==> src/rtl/imm_pkg.sv <==
// imm_pkg -- shared definitions for the immediate packer.
//   Format codes (same code space as the core's imm_src), per-code field
//   width table, packed field width, FSM state enum, registered request
//   struct and a field masking helper.
// Build option: IMM_PACK_SPLIT_EN adds the HI/LO states that split a
//   non-fitting signed constant into an upper-20 beat plus a low-12 beat.
package imm_pkg;

    localparam int IMM_W = 26;

    localparam logic [3:0] SRC_S12 = 4'd0;
    localparam logic [3:0] SRC_S16 = 4'd1;
    localparam logic [3:0] SRC_S20 = 4'd2;
    localparam logic [3:0] SRC_S26 = 4'd3;
    localparam logic [3:0] SRC_U20 = 4'd4;

`ifdef IMM_PACK_SPLIT_EN
    typedef enum logic [1:0] {ST_IDLE, ST_ONE, ST_HI, ST_LO} state_t;
`else
    typedef enum logic {ST_IDLE, ST_ONE} state_t;
`endif

    typedef struct packed {
        logic [31:0] value;
        logic [3:0]  src;
        logic [4:0]  width;
        logic        err;
    } req_t;

    // Field width per format code; 0 marks a reserved code.
    function automatic logic [4:0] src_width(input logic [3:0] src);
        case (src)
            SRC_S12: return 5'd12;
            SRC_S16: return 5'd16;
            SRC_S20: return 5'd20;
            SRC_S26: return 5'd26;
            SRC_U20: return 5'd20;
            default: return 5'd0;
        endcase
    endfunction

    // Keep bits [w-1:0] of a field, clear the rest.
    function automatic logic [IMM_W-1:0] keep_low(input logic [IMM_W-1:0] v,
                                                  input logic [4:0] w);
        logic [IMM_W-1:0] r;
        for (int i = 0; i < IMM_W; i++)
            r[i] = (i < int'(w)) ? v[i] : 1'b0;
        return r;
    endfunction

endpackage

==> src/rtl/imm_fit_check.sv <==
// imm_fit_check -- combinational fit test for one constant.
//   value    : constant to encode
//   src      : requested format code
//   fits     : constant is representable in the format
//   reserved : src is a reserved code (fits is 0)
//   width    : field width of the format (0 when reserved)
module imm_fit_check
    import imm_pkg::*;
(
    input  logic [31:0] value,
    input  logic [3:0]  src,
    output logic        fits,
    output logic        reserved,
    output logic [4:0]  width
);

    always_comb begin
        width    = src_width(src);
        reserved = (width == 5'd0);
        fits     = 1'b0;
        if (src == SRC_U20) begin
            fits = (value[11:0] == 12'd0);
        end else if (!reserved) begin
            // Signed fit: every bit from the field's sign bit up matches value[31].
            fits = 1'b1;
            for (int i = 0; i < 32; i++)
                if (i >= int'(width) - 1 && value[i] != value[31])
                    fits = 1'b0;
        end
    end

endmodule

==> src/rtl/imm_pack.sv <==
// imm_pack -- packs a 32-bit constant into a 26-bit immediate field
//   (destined for instr[31:6]) in the format selected by in_src.
//   in_valid/in_ready/in_value/in_src : request handshake, accepted in IDLE only
//   out_valid/out_ready               : beat handshake
//   out_imm/out_src/out_last/out_err  : packed field, its format, last-beat
//                                       and not-encodable flags
// Outputs are decoded from the state register and the registered request
// only, so there is no combinational path from in_* to out_*, and they
// hold while a beat is stalled.
// Build option: IMM_PACK_SPLIT_EN -- a signed constant that does not fit
//   goes out as two beats: upper-20 (rounded for the low part's sign)
//   followed by the sign-extended low 12 bits in the requested format.
module imm_pack
    import imm_pkg::*;
(
    input  logic             clk,
    input  logic             rst_n,
    input  logic             in_valid,
    output logic             in_ready,
    input  logic [31:0]      in_value,
    input  logic [3:0]       in_src,
    output logic             out_valid,
    input  logic             out_ready,
    output logic [IMM_W-1:0] out_imm,
    output logic [3:0]       out_src,
    output logic             out_last,
    output logic             out_err
);

    state_t     state, state_nxt;
    req_t       req;
    logic       fits, reserved, split_ok;
    logic [4:0] width;

    imm_fit_check u_fit (
        .value    (in_value),
        .src      (in_src),
        .fits     (fits),
        .reserved (reserved),
        .width    (width)
    );

`ifdef IMM_PACK_SPLIT_EN
    // Only the signed formats can be split; upper-20 misfits stay errors.
    assign split_ok = (in_src <= SRC_S26);
`else
    assign split_ok = 1'b0;
`endif

    always_ff @(posedge clk) begin
        if (!rst_n) begin
            state <= ST_IDLE;
            req   <= '0;
        end else begin
            state <= state_nxt;
            if (in_ready && in_valid) begin
                req.value <= in_value;
                req.src   <= in_src;
                req.width <= width;
                req.err   <= reserved | (~fits & ~split_ok);
            end
        end
    end

    always_comb begin
        state_nxt = state;
        in_ready  = 1'b0;
        out_valid = 1'b0;
        out_last  = 1'b0;
        out_err   = 1'b0;
        out_imm   = '0;
        out_src   = '0;
        case (state)
            ST_IDLE: begin
                in_ready = 1'b1;
                if (in_valid) begin
`ifdef IMM_PACK_SPLIT_EN
                    state_nxt = (!fits && split_ok) ? ST_HI : ST_ONE;
`else
                    state_nxt = ST_ONE;
`endif
                end
            end
            ST_ONE: begin
                out_valid = 1'b1;
                out_last  = 1'b1;
                out_err   = req.err;
                out_src   = req.src;
                if (req.err)
                    out_imm = '0;
                else if (req.src == SRC_U20)
                    out_imm = {6'd0, req.value[31:12]};
                else
                    out_imm = keep_low(req.value[IMM_W-1:0], req.width);
                if (out_ready)
                    state_nxt = ST_IDLE;
            end
`ifdef IMM_PACK_SPLIT_EN
            ST_HI: begin
                // +0x800 pre-compensates for the low beat being sign-extended.
                out_valid = 1'b1;
                out_src   = SRC_U20;
                out_imm   = {6'd0, 20'((req.value + 32'h800) >> 12)};
                if (out_ready)
                    state_nxt = ST_LO;
            end
            ST_LO: begin
                out_valid = 1'b1;
                out_last  = 1'b1;
                out_src   = req.src;
                out_imm   = keep_low({{(IMM_W-12){req.value[11]}}, req.value[11:0]},
                                     req.width);
                if (out_ready)
                    state_nxt = ST_IDLE;
            end
`endif
            default: state_nxt = ST_IDLE;
        endcase
    end

endmodule

==> config.mk <==
export PLATFORM = sky130hd
export DESIGN_NAME = imm_pack
export DESIGN_NICKNAME = d
export VERILOG_FILES = /design/src/rtl/imm_pkg.sv /design/src/rtl/imm_fit_check.sv /design/src/rtl/imm_pack.sv
export SDC_FILE = /design/constraint.sdc
export NUM_CORES = 1
export LEC_CHECK = 0
export ABC_AREA = 1
export CAP_MARGIN = 20
export CORE_ASPECT_RATIO = 0.5
export CORE_MARGIN = 4
export CORE_UTILIZATION = 45
export CTS_CLUSTER_SIZE = 25
export DETAILED_ROUTE_END_ITERATION = 16
export HOLD_SLACK_MARGIN = 0.1
export PLACE_DENSITY = 0.78
export RECOVER_POWER = 50
export SLEW_MARGIN = 5
export SYNTH_ARGS = -nofsm -noshare
export SYNTH_HDL_FRONTEND = slang
export SYNTH_SLANG_ARGS = --single-unit
==> constraint.sdc <==
create_clock -name clk -period 2.3 [get_ports clk]
set_clock_uncertainty 0.1 [all_clocks]
set_input_delay 0.46 -clock clk [delete_from_list [all_inputs] [get_ports clk]]
set_output_delay 0.46 -clock clk [all_outputs]
set_load 0.005 [all_outputs]
Word-level counts from Yosys, hierarchy flattened
Index checks and enable logic that the tools add are counted.
Storage, ports and cells
  register bits: 43
  output and inout port bits: 34
Operators by class
  $add $sub $neg: 1
  magnitude comparators: 57
  equal/unequal tests: 36
  muxes and demuxes: 70
  bitwise operators: 3
  reductions and logical operators: 36
Operators by type and width (number)
  $ge A6 B32 Y1 const A: 15
  $ge A5 B32 Y1 const A: 8
  $ge A4 B32 Y1 const A: 4
  $mux W26: 3
  $ge A3 B32 Y1 const A: 2
  $mux W1: 64
  $lt A5 B5 Y1 const A: 10
  $lt A4 B5 Y1 const A: 8
  $ge A1 B32 Y1 const A: 1
  $ge A2 B32 Y1 const A: 1
  $logic_and A1 B1 Y1: 32
  $ne A1 B1 Y1: 31
  $lt A3 B5 Y1 const A: 4
  $pmux W5 S4: 1
  $logic_not A12 Y1: 1
  $lt A1 B5 Y1 const A: 2
  $lt A2 B5 Y1 const A: 2
  $eq A4 B2 Y1 const B: 2
  $eq A4 B3 Y1 const B: 2
  $sub A5 B1 Y6 const B: 1
  $logic_not A5 Y1: 1
  $eq A4 B1 Y1 const B: 1
  $logic_not A4 Y1: 1
  $mux W4: 1
  other kinds (4): 5

Longest topological paths before layout
  depth after elaboration: 41
  mapped depth: 19
  mapped depth without buffers: 19

Cells and area by module
A second synthesis with hierarchy kept.
Unflattened totals
  cell total of the unflattened synthesis: 486
  area, all modules: 3061.7 um2
By module, submodules not included
  imm_pack: instances 1, cells an instance 311, area each 2109.5 um2, sequential area each 860.8 um2
  imm_fit_check: instances 1, cells an instance 175, area each 952.2 um2, sequential area each 0.0 um2

Worst setup path after synthesis
No wires, ideal clock.
  path kind: input-to-reg
  start: input port in_src[1]
  end: register req[0] (netlist bit)
  library setup time: 122 ps
  data arrival time: 2032 ps
  setup slack: 46 ps
  stages: 17
  buffers on the path: 0
  cells stage by stage: nor2_2 -> nand2_2 -> nand2_1 -> nand2_1 -> ha_1 -> nor2_2 -> inv_1 -> nor2_1 -> nand2_1 -> nand2_1 -> nand2_1 -> nor2_1 -> nand2_1 -> nor2_1 -> nand3_1 -> nand2_1 -> a21oi_2
Between the ends
  cells in the longest elaborated chain, start to end: 41
Ends and longest elaborated chain
  start: declaration: line imm_pack.sv:21  | input logic [3:0] in_src,
  $eq A4 B2 Y1 / $eq A4 B3 Y1 (equally long branches): line imm_pkg.sv:32, imm_fit_check.sv:21
  $reduce_or A2 Y1 (no source line)
  $pmux W5 S4: line imm_pkg.sv:32  | case (src)
  $sub A5 B1 Y6: line imm_fit_check.sv:27  | if (i >= int'(width) - 1 && value[i] != value[31])
  $ge A1 B32 Y1: line imm_fit_check.sv:27
  $logic_and A1 B1 Y1: line imm_fit_check.sv:27
  $mux W1 (31 in series): line imm_fit_check.sv:27
  $mux W1: line imm_fit_check.sv:23  | end else if (!reserved) begin
  $mux W1: line imm_fit_check.sv:21  | if (src == SRC_U20) begin
  $not A1 Y1: line imm_pack.sv:60  | req.err <= reserved | (~fits & ~split_ok);
  $or A1 B1 Y1 (*): line imm_pack.sv:60
  end: declaration: line imm_pack.sv:31  | req_t req;
Every way passes the cells marked *; elsewhere a longest branch is shown, timed or not.
A chain may end at the register's enable or synchronous reset.

Worst setup path in the final report
  start: register req[7] (netlist bit)
  end: output port out_imm[17]
Between the ends
  cells in the longest elaborated chain, start to end: 4
Ends and longest elaborated chain
  $eq A4 B3 Y1: line imm_pack.sv:91  | else if (req.src == SRC_U20)
  $mux W26: line imm_pack.sv:91
  $mux W26: line imm_pack.sv:89  | if (req.err)
  $mux W26: line imm_pack.sv:73  | case (state)
  end: declaration: line imm_pack.sv:24  | output logic [IMM_W-1:0] out_imm,
No other way between the ends.

==> flow_summary.json <==
{
  "vias_per_cell": 5.17,
  "syn_area_per_cell_sq_um": 6.10,
  "syn_nets": 509,
  "totalWireLength_mm": 9.38,
  "finalWorstSetupSlack_ns": 0.0503,
  "track_usage": 0.243,
  "grt_max_degree": 42,
  "placementRows": 20,
  "n_fill_cell": 534,
  "ys_seq_elements": 42,
  "setup_viol": 0,
  "p_per_area_nw_per_um2": 521,
  "area_growth_pct": 47.0,
  "timing.fmax_ghz": 0.444,
  "tritoncts.num_buffers": 5,
  "leakagePower_nw": 1.98,
  "synthArstFlopShare": 0,
  "critPathKind": "register to primary output",
  "avgRoutedWirePerCell_um": 14.1,
  "clkSinkCount": 42,
  "finalHoldViolCount": 0,
  "period_share": 0.978,
  "initial_core_util": 0.467,
  "overflow": 0,
  "yosysSeqAreaShare": 0.296,
  "preCtsSetupSlack_ns": -0.551,
  "postCtsHoldBufs": 0,
  "rrSetupSlack_ns": 0.55,
  "h-tree-depth": 2,
  "root_buffer": "clkbuf_16",
  "synth-edff-count": 0,
  "die_area_sq_um": 7720,
  "worst-r2r-cell-count": 7,
  "maxCapViolCount": 0,
  "antenna_found_initial": 0,
  "min-delay-start": "req[19]",
  "fin_util": 0.686,
  "port_buffers": 73,
  "period_needed_ns": 2.25,
  "dr.pass1.iters": 5,
  "min_path_type": "register to register",
  "clk_pin_slew_ns": 0.07,
  "gp_congestion": 0.883,
  "max_slew.worst_pin.slew_ns": 0.756,
  "ys_types": 33,
  "drt_iter0_drc": 243,
  "cts_tree": "yes",
  "clockBufferDepth": 2,
  "rsz0062_at_grt": "yes",
  "cp_max_fo": 10,
  "grt_pass1_wl_mm": 15.1,
  "synth_cells": 465,
  "synth-warning-count": 0,
  "cp.required_ns": 1.74,
  "status": "completed",
  "via_count": 3445,
  "clock_latency_ns": 0.29,
  "grt_pass1_vias": 3141,
  "vdd_drop_max_uv": 310,
  "layout_common_cells": "nand2_1 (82), nor2_1 (75), o21ai_0 (62)",
  "layout_commonest_cell": "nand2_1",
  "worstPathArrival_ns": 1.69,
  "setup_tns_ns": 0,
  "regArea_sq_um": 842,
  "synthFlopType": "dfxtp_1",
  "syn_area_sq_um": 2840,
  "fp.dieW_um": 120,
  "antennaDiodeCount": 0,
  "end_kind": "primary output",
  "multi_input_area_sq_um": 1800,
  "slew_viol_final": 0,
  "r2r_end": "req[4]",
  "final_nets": 621,
  "drc": 0,
  "core_sq_um": 6080,
  "fp.dieH_um": 64.2,
  "cp-start-kind": "register",
  "io_pins": 74,
  "drive_gt1_frac": 0.185,
  "ant_nets": 0,
  "min_to": "req[19]",
  "rr_startpoint": "state",
  "dp_hpwl_mm": 7.21,
  "maxSlewHeadroom": 0.496,
  "min_path_cells": 2
}
-- cells by family (layout without fill, tap and decap cells) --
logic type | count (synthesis) | count (layout) | share of synthesized area
XOR/XNOR | 12 | 12 | 0.0370
flip-flops | 42 | 42 | 0.296
AND/OR/NAND/NOR | 234 | 234 | 0.365
AO/OA/AOI/OAI | 104 | 104 | 0.189
buffers and inverters | 69 | 182 | 0.0948
adder cells (fa/ha/maj) | 4 | 4 | 0.0176
-- worst max-delay path by stage --
stage              start     endpoint  slack [ns]  cells past startpoint
4_1_cts           req[7]  out_imm[19]       0.001                      8
6_report          req[7]  out_imm[17]        0.05                      7
3_5_place_dp   in_src[3]       req[0]       -0.55                     19
3_3_place_gp   in_src[2]       req[0]       -0.50                     19
2_1_floorplan  in_src[1]       req[0]        0.05                     17
5_1_grt           req[7]  out_imm[17]       -0.01                      7
-- power breakdown --
group	total, W	switching [W]	internal [W]
clock network	0.000723	0.000315	0.000408
logic	0.000620	0.000338	0.000282
registers	0.000831	0.0000429	0.000788
-- through the flow --
step	hold slack, ns	power [W]	cell area, sq um	instances
5_1_grt	0.420	0.00227	4170	666
2_1_floorplan	0.346	0.00115	2840	465
3_5_place_dp	0.368	0.00143	3980	652
4_1_cts	0.388	0.00215	4170	664
3_3_place_gp	0.357	0.00142	3980	652
6_report	0.384	0.00217	4170	666
-- worst max-delay path, stage by stage (launching register included) --
cell and delay, ns:
dfxtp_2 0.32, nor4_2 0.27, buf_4 0.19, inv_1 0.07
buf_6 0.14, nand3_1 0.07, a21oi_1 0.08, dlygate4sd2_1 0.26
-- area by class of cell --
class | instances | share of cell area
Timing Repair Buffer | 127 | 0.261
Multi-Input combinational cell | 354 | 0.432
Tap cell | 88 | 0.0264
Inverter | 47 | 0.0429
Clock buffer | 5 | 0.0300
Clock inverter | 3 | 0.00600
Sequential cell | 42 | 0.202
-- synth_stat cells, types with 2 or more instances --
library cell	number	area, sq um
nand2_2	4	25.0
inv_2	2	7.51
nand2_4	2	22.5
nor2_4	2	22.5
buf_2	3	15.0
dfxtp_1	42	841
nand2_1	86	323
nor3b_1	4	30.0
inv_1	43	161
ha_1	4	50.1
o21ai_0	71	355
xnor2_1	4	35.0
xor2_1	8	70.1
nor4_1	4	25.0
nand3_1	46	230
clkbuf_1	18	67.6
a21oi_1	26	130
nor2_2	3	18.8
nor2_1	78	293
nand4_1	2	12.5
-- sequential cells by signal, indices dropped and copies added, names as in the netlist --
signal and flops:
req 41, state 1
-- repair_timing --
action / CTS / global route
pin swaps: 7 / 9
endpoints found under the setup margin: 27 / 21
gates resized for setup: 70 / 29
setup buffers: 4 / 2
-- layer usage --
metal	GRT usage	wire length (um)
met5	0	0
met4	0.0282	44
met3	0.0380	804
met2	0.398	4250
met1	0.349	4280
Power figures use the tool's default switching activity.
